**config.mk**
```make
export PLATFORM = sky130hd
export DESIGN_NAME = if_fetch_stage
export DESIGN_NICKNAME = d
export VERILOG_FILES = /design/src/rtl/if_fetch_stage_pkg.sv /design/src/rtl/if_fetch_stage_if_id_reg.sv /design/src/rtl/if_fetch_stage.sv
export SDC_FILE = /design/constraint.sdc
export NUM_CORES = 1
export LEC_CHECK = 0
export BUFFER_PORTS_ARGS = -buffer_cell sky130_fd_sc_hd__buf_4
export CAP_MARGIN = 20
export CORE_ASPECT_RATIO = 1.1
export CORE_MARGIN = 10
export CORE_UTILIZATION = 35
export DETAILED_ROUTE_END_ITERATION = 10
export SLEW_MARGIN = 20
export SYNTH_ARGS = -nofsm -noshare
export SYNTH_HDL_FRONTEND = slang
export SYNTH_SLANG_ARGS = --single-unit
```
**constraint.sdc**
```tcl
create_clock -name clk -period 5.54 [get_ports clk]
set_input_delay 0.554 -clock clk [delete_from_list [all_inputs] [get_ports clk]]
set_output_delay 0.554 -clock clk [all_outputs]
set_load 0.02 [all_outputs]
```
**src/rtl/if_fetch_stage_pkg.sv**
```systemverilog
// Shared definitions for the instruction-fetch stage: state encoding,
// default reset vector, NOP encoding and address alignment helper.
package if_fetch_stage_pkg;

  typedef enum logic [1:0] {
    ST_RST  = 2'd0,
    ST_REQ  = 2'd1,
    ST_HOLD = 2'd2
  } fetch_state_e;

  localparam logic [31:0] RESET_PC_DEFAULT = 32'h0000_3000;
  localparam logic [31:0] NOP_INSTR        = 32'h0000_0000;

  function automatic logic [31:0] word_align(input logic [31:0] addr);
    return {addr[31:2], 2'b00};
  endfunction

endpackage

```
**src/rtl/if_fetch_stage_if_id_reg.sv**
```systemverilog
// IF/ID pipeline register: load a fetched word, insert a bubble, or hold.
module if_id_reg
  import if_fetch_stage_pkg::*;
(
  input  logic        clk,
  input  logic        rst_n,
  input  logic        load_i,
  input  logic        bubble_i,
  input  logic [31:0] instr_i,
  input  logic [31:0] pc_i,
  output logic        valid_o,
  output logic [31:0] instr_o,
  output logic [31:0] pc_o,
  output logic [31:0] pc4_o
);

  logic        valid_q;
  logic [31:0] instr_q;
  logic [31:0] pc_q;
  logic [31:0] pc4_q;

  always_ff @(posedge clk or negedge rst_n) begin
    if (!rst_n) begin
      valid_q <= 1'b0;
      instr_q <= NOP_INSTR;
      pc_q    <= 32'h0;
      pc4_q   <= 32'h0;
    end else if (load_i) begin
      valid_q <= 1'b1;
      instr_q <= instr_i;
      pc_q    <= pc_i;
      pc4_q   <= pc_i + 32'd4;
    end else if (bubble_i) begin
      valid_q <= 1'b0;
    end
  end

  assign valid_o = valid_q;
  assign instr_o = instr_q;
  assign pc_o    = pc_q;
  assign pc4_o   = pc4_q;

endmodule

```
**src/rtl/if_fetch_stage.sv**
```systemverilog
// Instruction-fetch stage: PC ownership, single-outstanding imem requests,
// branch redirect (delay slot or squash) and a one-entry hold buffer.
module if_fetch_stage
  import if_fetch_stage_pkg::*;
#(
  parameter logic [31:0] RESET_PC   = RESET_PC_DEFAULT,
  parameter logic        DELAY_SLOT = 1'b1
) (
  input  logic        clk,
  input  logic        rst_n,
  input  logic        stall,
  input  logic        br_valid,
  input  logic        br_taken,
  input  logic [31:0] br_target,
  output logic        imem_req,
  output logic [31:0] imem_addr,
  input  logic        imem_ready,
  input  logic [31:0] imem_rdata,
  output logic        id_valid,
  output logic [31:0] id_instr,
  output logic [31:0] id_pc,
  output logic [31:0] id_pc4
);

  fetch_state_e state_q;
  logic [31:0]  pc_q;
  logic [31:0]  tgt_q;
  logic [31:0]  hold_instr_q;
  logic [31:0]  hold_pc_q;
  logic         redir_pend_q;
  logic         kill_pend_q;

  logic         redir;
  logic         kill_now;
  logic [31:0]  br_tgt;
  logic [31:0]  pc_next_seq;

  logic         ifid_load;
  logic         ifid_bubble;
  logic [31:0]  ifid_instr;
  logic [31:0]  ifid_pc;

  assign redir       = br_valid & br_taken & ~stall;
  assign br_tgt      = word_align(br_target);
  assign pc_next_seq = redir_pend_q ? tgt_q : (pc_q + 32'd4);
  // In squash mode the word returning alongside a taken branch is the one to drop.
  assign kill_now    = kill_pend_q | (~DELAY_SLOT & redir);

  assign imem_req  = (state_q == ST_REQ);
  assign imem_addr = pc_q;

  always_comb begin
    ifid_load  = 1'b0;
    ifid_instr = imem_rdata;
    ifid_pc    = pc_q;
    case (state_q)
      ST_REQ: begin
        ifid_load = imem_ready & ~kill_now & ~stall;
      end
      ST_HOLD: begin
        ifid_load  = ~stall & ~(~DELAY_SLOT & redir);
        ifid_instr = hold_instr_q;
        ifid_pc    = hold_pc_q;
      end
      default: ifid_load = 1'b0;
    endcase
    ifid_bubble = ~stall & ~ifid_load;
  end

  always_ff @(posedge clk or negedge rst_n) begin
    if (!rst_n) begin
      state_q      <= ST_RST;
      pc_q         <= RESET_PC;
      tgt_q        <= 32'h0;
      hold_instr_q <= NOP_INSTR;
      hold_pc_q    <= 32'h0;
      redir_pend_q <= 1'b0;
      kill_pend_q  <= 1'b0;
    end else begin
      case (state_q)
        ST_REQ: begin
          if (imem_ready) begin
            if (kill_now) begin
              pc_q         <= redir ? br_tgt : tgt_q;
              redir_pend_q <= 1'b0;
              kill_pend_q  <= 1'b0;
            end else if (!stall) begin
              pc_q         <= redir ? br_tgt : pc_next_seq;
              redir_pend_q <= 1'b0;
            end else begin
              hold_instr_q <= imem_rdata;
              hold_pc_q    <= pc_q;
              pc_q         <= pc_next_seq;
              redir_pend_q <= 1'b0;
              state_q      <= ST_HOLD;
            end
          end else if (redir) begin
            // Address must stay stable while waiting; remember the target instead.
            tgt_q        <= br_tgt;
            redir_pend_q <= 1'b1;
            if (!DELAY_SLOT) kill_pend_q <= 1'b1;
          end
        end
        ST_HOLD: begin
          if (redir) begin
            pc_q    <= br_tgt;
            state_q <= ST_REQ;
          end else if (!stall) begin
            state_q <= ST_REQ;
          end
        end
        default: state_q <= ST_REQ;
      endcase
    end
  end

  // A second redirect before the first is taken would silently lose a target.
  a_no_double_redir: assert property (@(posedge clk) disable iff (!rst_n)
    !(redir && redir_pend_q));

  if_id_reg u_if_id_reg (
    .clk      (clk),
    .rst_n    (rst_n),
    .load_i   (ifid_load),
    .bubble_i (ifid_bubble),
    .instr_i  (ifid_instr),
    .pc_i     (ifid_pc),
    .valid_o  (id_valid),
    .instr_o  (id_instr),
    .pc_o     (id_pc),
    .pc4_o    (id_pc4)
  );

endmodule

```
# Word-level counts from Yosys, hierarchy flattened
# Cells that the tools add are included.
[totals]
reg_bits = 226
in_bits = 70
out_inout_bits = 130
word_cells = 51
[op_classes]
addsub = 2
eq_ne = 6
muxes = 18
n_bitwise = 7
n_reduce_logical = 8
[ops]
columns = ["operator", "count"]
rows = [
  ["$mux W32", 7],
  ["$add A32 B3 Y32 const B", 2],
  ["$pmux W32 S2", 1],
  ["$reduce_and A3 Y1", 4],
  ["$mux W2", 4],
  ["$reduce_bool A2 Y1", 3],
  ["$and A1 B1 Y1", 4],
  ["$mux W1", 4],
  ["$ne A2 B2 Y1 const B", 2],
  ["$pmux W2 S2", 1],
  ["$ne A3 B3 Y1 const B", 1],
  ["$not A1 Y1", 3],
  ["$eq A2 B1 Y1 const B", 1],
  ["$eq A2 B2 Y1 const B", 1],
  ["$ne A2 B1 Y1 const B", 1],
  ["$pmux W1 S2", 1],
  ["$reduce_and A2 Y1", 1],
]

# Depth between registers and ports, before layout
[depth]
word_depth = 7
mapped_depth = 13
mapped_depth_nobuf = 9

# Cells and area by module
# From an unflattened synthesis, not the netlist that was laid out.
[unflattened]
cells_unflattened = 968
hier_area_um2 = 11080.6
[by_module_without_submodules]
columns = ["mod", "n_inst", "cells_each", "area_per_inst_um2", "seq_area_each_um2"]
rows = [
  ["if_fetch_stage", 1, 626, 6892.9, 3230.6],
  ["if_id_reg", 1, 342, 4187.8, 2377.3],
]

# Least setup slack after synthesis
# OpenSTA, ideal clock, no wires.
[synth_timing]
path_kind = "register to register"
start = "reg state_q[0]"
end = "reg u_if_id_reg.pc4_q[30] (netlist: u_if_id_reg.pc4_o[30])"
setup_time_ns = 0.069
arrival_ns = 2.893
required_ns = 5.471
path_slack_ns = 2.579
stages_incl_launch_ff = 14
synth_period_minus_slack_ns = 2.961
cell_sequence = "dfrtp_1 > inv_1 > ha_1 > buf_6 > buf_2 > buf_2 > buf_2 > mux2_2 > ha_1 > inv_1 > a211oi_2 > nand3_2 > or4_1 > nand3_1"
[synth_via]
elab_chain_len = 3
word_cells_on_any_way = 5
[synth_rtl]
columns = ["element", "line", "source"]
rows = [
  ["start: declaration", "if_fetch_stage.sv:25", "fetch_state_e state_q;"],
  ["start signal: assignment", "if_fetch_stage.sv:72", "state_q <= ST_RST;"],
  ["start signal: assignment", "if_fetch_stage.sv:95", "state_q <= ST_HOLD;"],
  ["start signal: assignment", "if_fetch_stage.sv:107", "state_q <= ST_REQ;"],
  ["$eq A2 B2 Y1", "if_fetch_stage.sv:56", "case (state_q)"],
  ["$mux W32", "if_fetch_stage.sv:56", ""],
  ["named net ifid_pc[2]", "if_fetch_stage.sv:41", "logic [31:0] ifid_pc;"],
  ["$add A32 B3 Y32", "if_fetch_stage_if_id_reg.sv:32", "pc4_q <= pc_i + 32'd4;"],
  ["end signal: assignment", "if_fetch_stage_if_id_reg.sv:32", ""],
  ["end: declaration", "if_fetch_stage_if_id_reg.sv:20", "logic [31:0] pc4_q;"],
]
# The timed path passes the listed nets, and every way through them passes these cells.
# A chain may end at the register's enable or synchronous reset.

# Final worst setup path
[layout_timing]
start = "reg state_q[0]"
end = "reg u_if_id_reg.pc4_q[19] (netlist: u_if_id_reg.pc4_o[19])"
[layout_via]
elab_chain_len = 3
word_cells_on_any_way = 5
[layout_rtl]
columns = ["element", "line"]
rows = [
  ["$eq A2 B2 Y1", "if_fetch_stage.sv:56"],
  ["$mux W32", "if_fetch_stage.sv:56"],
  ["$add A32 B3 Y32", "if_fetch_stage_if_id_reg.sv:32"],
]
# Parallel ways exist; a longest one is shown, timed or not.

==> flow_summary_export.csv <==
group,metric,value,unit
route,postRouteAntennaNets,0,
sta,worst_slew_pin_slew,1.02,ns
finish,utilization,0.446,
setup_path,critPathArrivalTime,3.94,ns
floorplanning,dieWidth,188,um
yosys,synth_top_area_frac,0.512,
setup_path,crit_fanout,44,
sta,hold_slack,0.109,ns
route,post-route-drc-count,0,
floorplanning,core_area,30500,sq um
floorplanning,die_area,38500,sq um
finish,fillers,3026,
clock_network,cts_made_buffers,26,
clock_network,holdBufCountCts,0,
yosys,synth_nets,1112,
setup_path,path_cells,"inv_1 > ha_4 > buf_4 > nand4_1 > a21oi_2 > nand3_1 > or4_1 > nand3_1",
power,finalPower,8.15,mW
min_path,hp-class,"primary input to asynchronous set/reset pin",
power,clockPowerShare,0.224,
sta,setup_viol,0,
floorplanning,rows,67,
route,wl_per_cell,19.1,um
job,max-cap-violations,0,
placed_design,gp_congestion,0.807,
clock_network,ctsHtreeMaxLevel,1,
finish,final_nets,1271,
sta,max_freq,287,MHz
clock_network,clk_latency,0.53,ns
sta,period_minus_slack,3.49,ns
sta,hold_viol,0,
route,firstDrtPassIters,5,
power,p_sw,3.20,mW
global_route,grt_pass1_wl,48800,um
power,swShare,0.393,
finish,syn_to_final_growth,25.4,%
finish,antenna_cells,0,
route,dr_total_vias,8404,
outcome,outcome,"complete, no violations",
placed_design,dp_hpwl,21800,um
floorplanning,ios,200,
power,p_int,4.95,mW
finish,finalNonFillerCells,1629,
yosys,syn_area,10900,sq um
global_route,grt_pass1_vias,8183,
route,top_layer,"met4",
yosys,yosys.area.top_type,"dfrtp_1",
placed_design,portBuffers,197,
yosys,synthCells,1038,
setup_path,worstPathRequired,6.00,ns
sta,slew_viol_final,0,
power,ir_drop,0.000281,V
setup_path,timing.rr.start,"state_q[0]",
finish,multiInputGateArea,4910,sq um
global_route,grt_max_degree,123,
power,p_leak,5.95,nW
route,met1Wirelength,14600,um
power,p_per_area,599,nW/um^2
clock_network,cts_tree,"yes",
route,vias_per_cell,5.16,
power,combPwrFrac,0.408,
sta,period_share,0.629,
yosys,ys_seq_area_frac,0.516,
setup_path,critPathMaxStageDelay,0.66,ns
global_route,grt_antenna_before_repair,0,
clock_network,cts-root-buf,"clkbuf_16",
setup_path,cp-start-kind,"register",
clock_network,cts_sinks,224,
sta,fin_tns_setup,0,ns
clock_network,clk_path_buf_depth,3,
yosys,synth_seq_cells,224,
route,wl_met2,14000,um
power,seqPwrFrac,0.368,
finish,drive_gt1_frac,0.300,
yosys,synth_edf_count,0,
global_route,grt_remaining_overflow,0,
route,met3WireLength,1930,um
placed_design,place_inst,1582,
clock_network,clk_pin_slew,0.06,ns
floorplanning,die_h,205,um
setup_path,path_class,"register to register",
floorplanning,start_util,0.356,
finish,regArea,5610,sq um
global_route,grt_usage,0.156,
setup_path,slowest_stage,"a21oi_2",
yosys,synthFlopType,"dfrtp_1",
sta,skew,0.0108,ns
yosys,yosysUniqueCellTypes,63,
yosys,synthTopCellsByArea,"dfrtp_1 (51%), mux2_2 (10%), mux2i_1 (6.2%), nand2_1 (5.4%), o21ai_0 (4.9%)",
clock_network,post_cts_buffers,0,
route,routed_wl,31100,um
setup_path,crit_path_end_kind,"register",
route,drtIter0Drc,572,
clock_network,postCtsResizedCells,0,
setup_path,setup.worst_path.start,"state_q[0]",
setup_path,crit_path_frequent_cell,"nand3_1",
sta,rsz0062_at_grt,"false",
yosys,async_flop_share,1.00,
sta,slew_headroom,0.319,
yosys,syn_area_per_cell,10.5,sq um
yosys,yosys_warnings,0,
==> synth_stat cells (all sizes together), types with 3 or more instances <==
cell,instances
nor2,33
a211oi,11
nand4b,9
o211ai,4
nand3b,4
xor2,16
o31ai,5
nor3,16
a21boi,3
nand3,33
o21ai,106
ha,4
o21a,3
a22oi,4
a21o,5
o31a,3
and3,8
a21oi,30
and2,6
and4,3
mux2i,67
mux2,96
xnor2,21
nand2,155
dfrtp,222
o221ai,7
nor4,3
nand4,24
o22ai,7
inv,11
clkbuf,65
a31oi,6
buf,16
==> logic make-up after synthesis <==
logic type | synth area share
flip-flops | 0.516
multiplexers | 0.161
adder cells (fa/ha/maj) | 0.00461
AND/OR/NAND/NOR | 0.133
buffers and inverters | 0.0350
AO/OA/AOI/OAI | 0.120
XOR/XNOR | 0.0298
==> critical path: cells and delay by family, from the launching register on <==
family,cells,cell delay (ns)
adder cells (fa/ha/maj),1,0.50
AO/OA/AOI/OAI,1,0.66
flip-flops,1,0.39
buffers and inverters,2,0.60
AND/OR/NAND/NOR,4,1.24
==> metal layers <==
layer  track usage  vias up
met5             0        -
met1         0.219     4092
met3        0.0320       37
met4        0.0352        0
li1              -     4039
met2         0.243      236
==> flip-flops by register name, indices dropped and copies added, names as in the netlist <==
name                 count
tgt_q                   30
u_if_id_reg.pc4_o       32
redir_pend_q             1
hold_instr_q            32
hold_pc_q               32
state_q                  2
u_if_id_reg.valid_o      1
u_if_id_reg.pc_o        30
u_if_id_reg.instr_o     32
imem_addr               32
==> stage by stage <==
step | setup slack [ns] | instance area [sq um]
after global placement | 2.14 | 12700
after CTS | 2.07 | 13600
after global routing | 1.78 | 13600
final | 2.05 | 13600
after detailed placement | 2.09 | 12700
after floorplan | 2.58 | 10900
==> power groups by stage <==
stage / Clock [mW] / Combinational, mW / Sequential (mW)
floorplan: 0 / 1.73 / 3.28
global placement: 0 / 3.32 / 2.98
detailed placement: 0 / 3.37 / 3.02
CTS: 1.89 / 3.38 / 2.99
global route: 1.95 / 3.64 / 3.11
finish: 1.83 / 3.33 / 3.00
==> path summary, 6_finish.rpt <==
check                                        end  slack, ns  depth (start not counted)
min                                imem_addr[24]       0.11                          1
max                        u_if_id_reg.pc4_o[19]       2.05                          8
max reg2reg                u_if_id_reg.pc4_o[19]       2.05                          8
min reg2reg                 u_if_id_reg.pc4_o[2]       0.47                          1
min in group clk                hold_instr_q[26]       0.26                          2
max in group asynchronous          hold_pc_q[11]       4.14                          2
==> cell type report <==
| cell class | count | area share |
|---|---|---|
| Sequential cell | 224 | 0.412 |
| Clock inverter | 10 | 0.0114 |
| Timing Repair Buffer | 212 | 0.119 |
| Multi-Input combinational cell | 722 | 0.361 |
| Tap cell | 414 | 0.0380 |
| Inverter | 11 | 0.00303 |
| Clock buffer | 36 | 0.0565 |
==> cells in the final DEF (no fill, tap or decap), types with 3 or more instances in the layout <==
cell	count
o22ai_1	7
xnor2_1	21
nor3_1	16
mux2i_1	67
o21ai_0	106
inv_1	11
clkbuf_1	3
dfrtp_1	222
nand4_1	23
xor2_1	16
clkbuf_16	27
a21boi_0	3
clkinv_2	4
and4_1	3
nor2_1	32
clkbuf_8	6
nand2_1	155
buf_4	209
nand3b_1	4
a21oi_1	29
a211oi_1	9
o21a_1	3
o31a_1	3
o31ai_1	5
nand3_1	31
o221ai_1	7
a31oi_1	6
a22oi_1	4
bufinv_16	4
mux2_2	96
and2_1	4
and3_1	8
a21o_1	5
ha_1	3
o211ai_1	4
nand4b_1	9
Note: power is estimated with default switching activity, not from simulation.
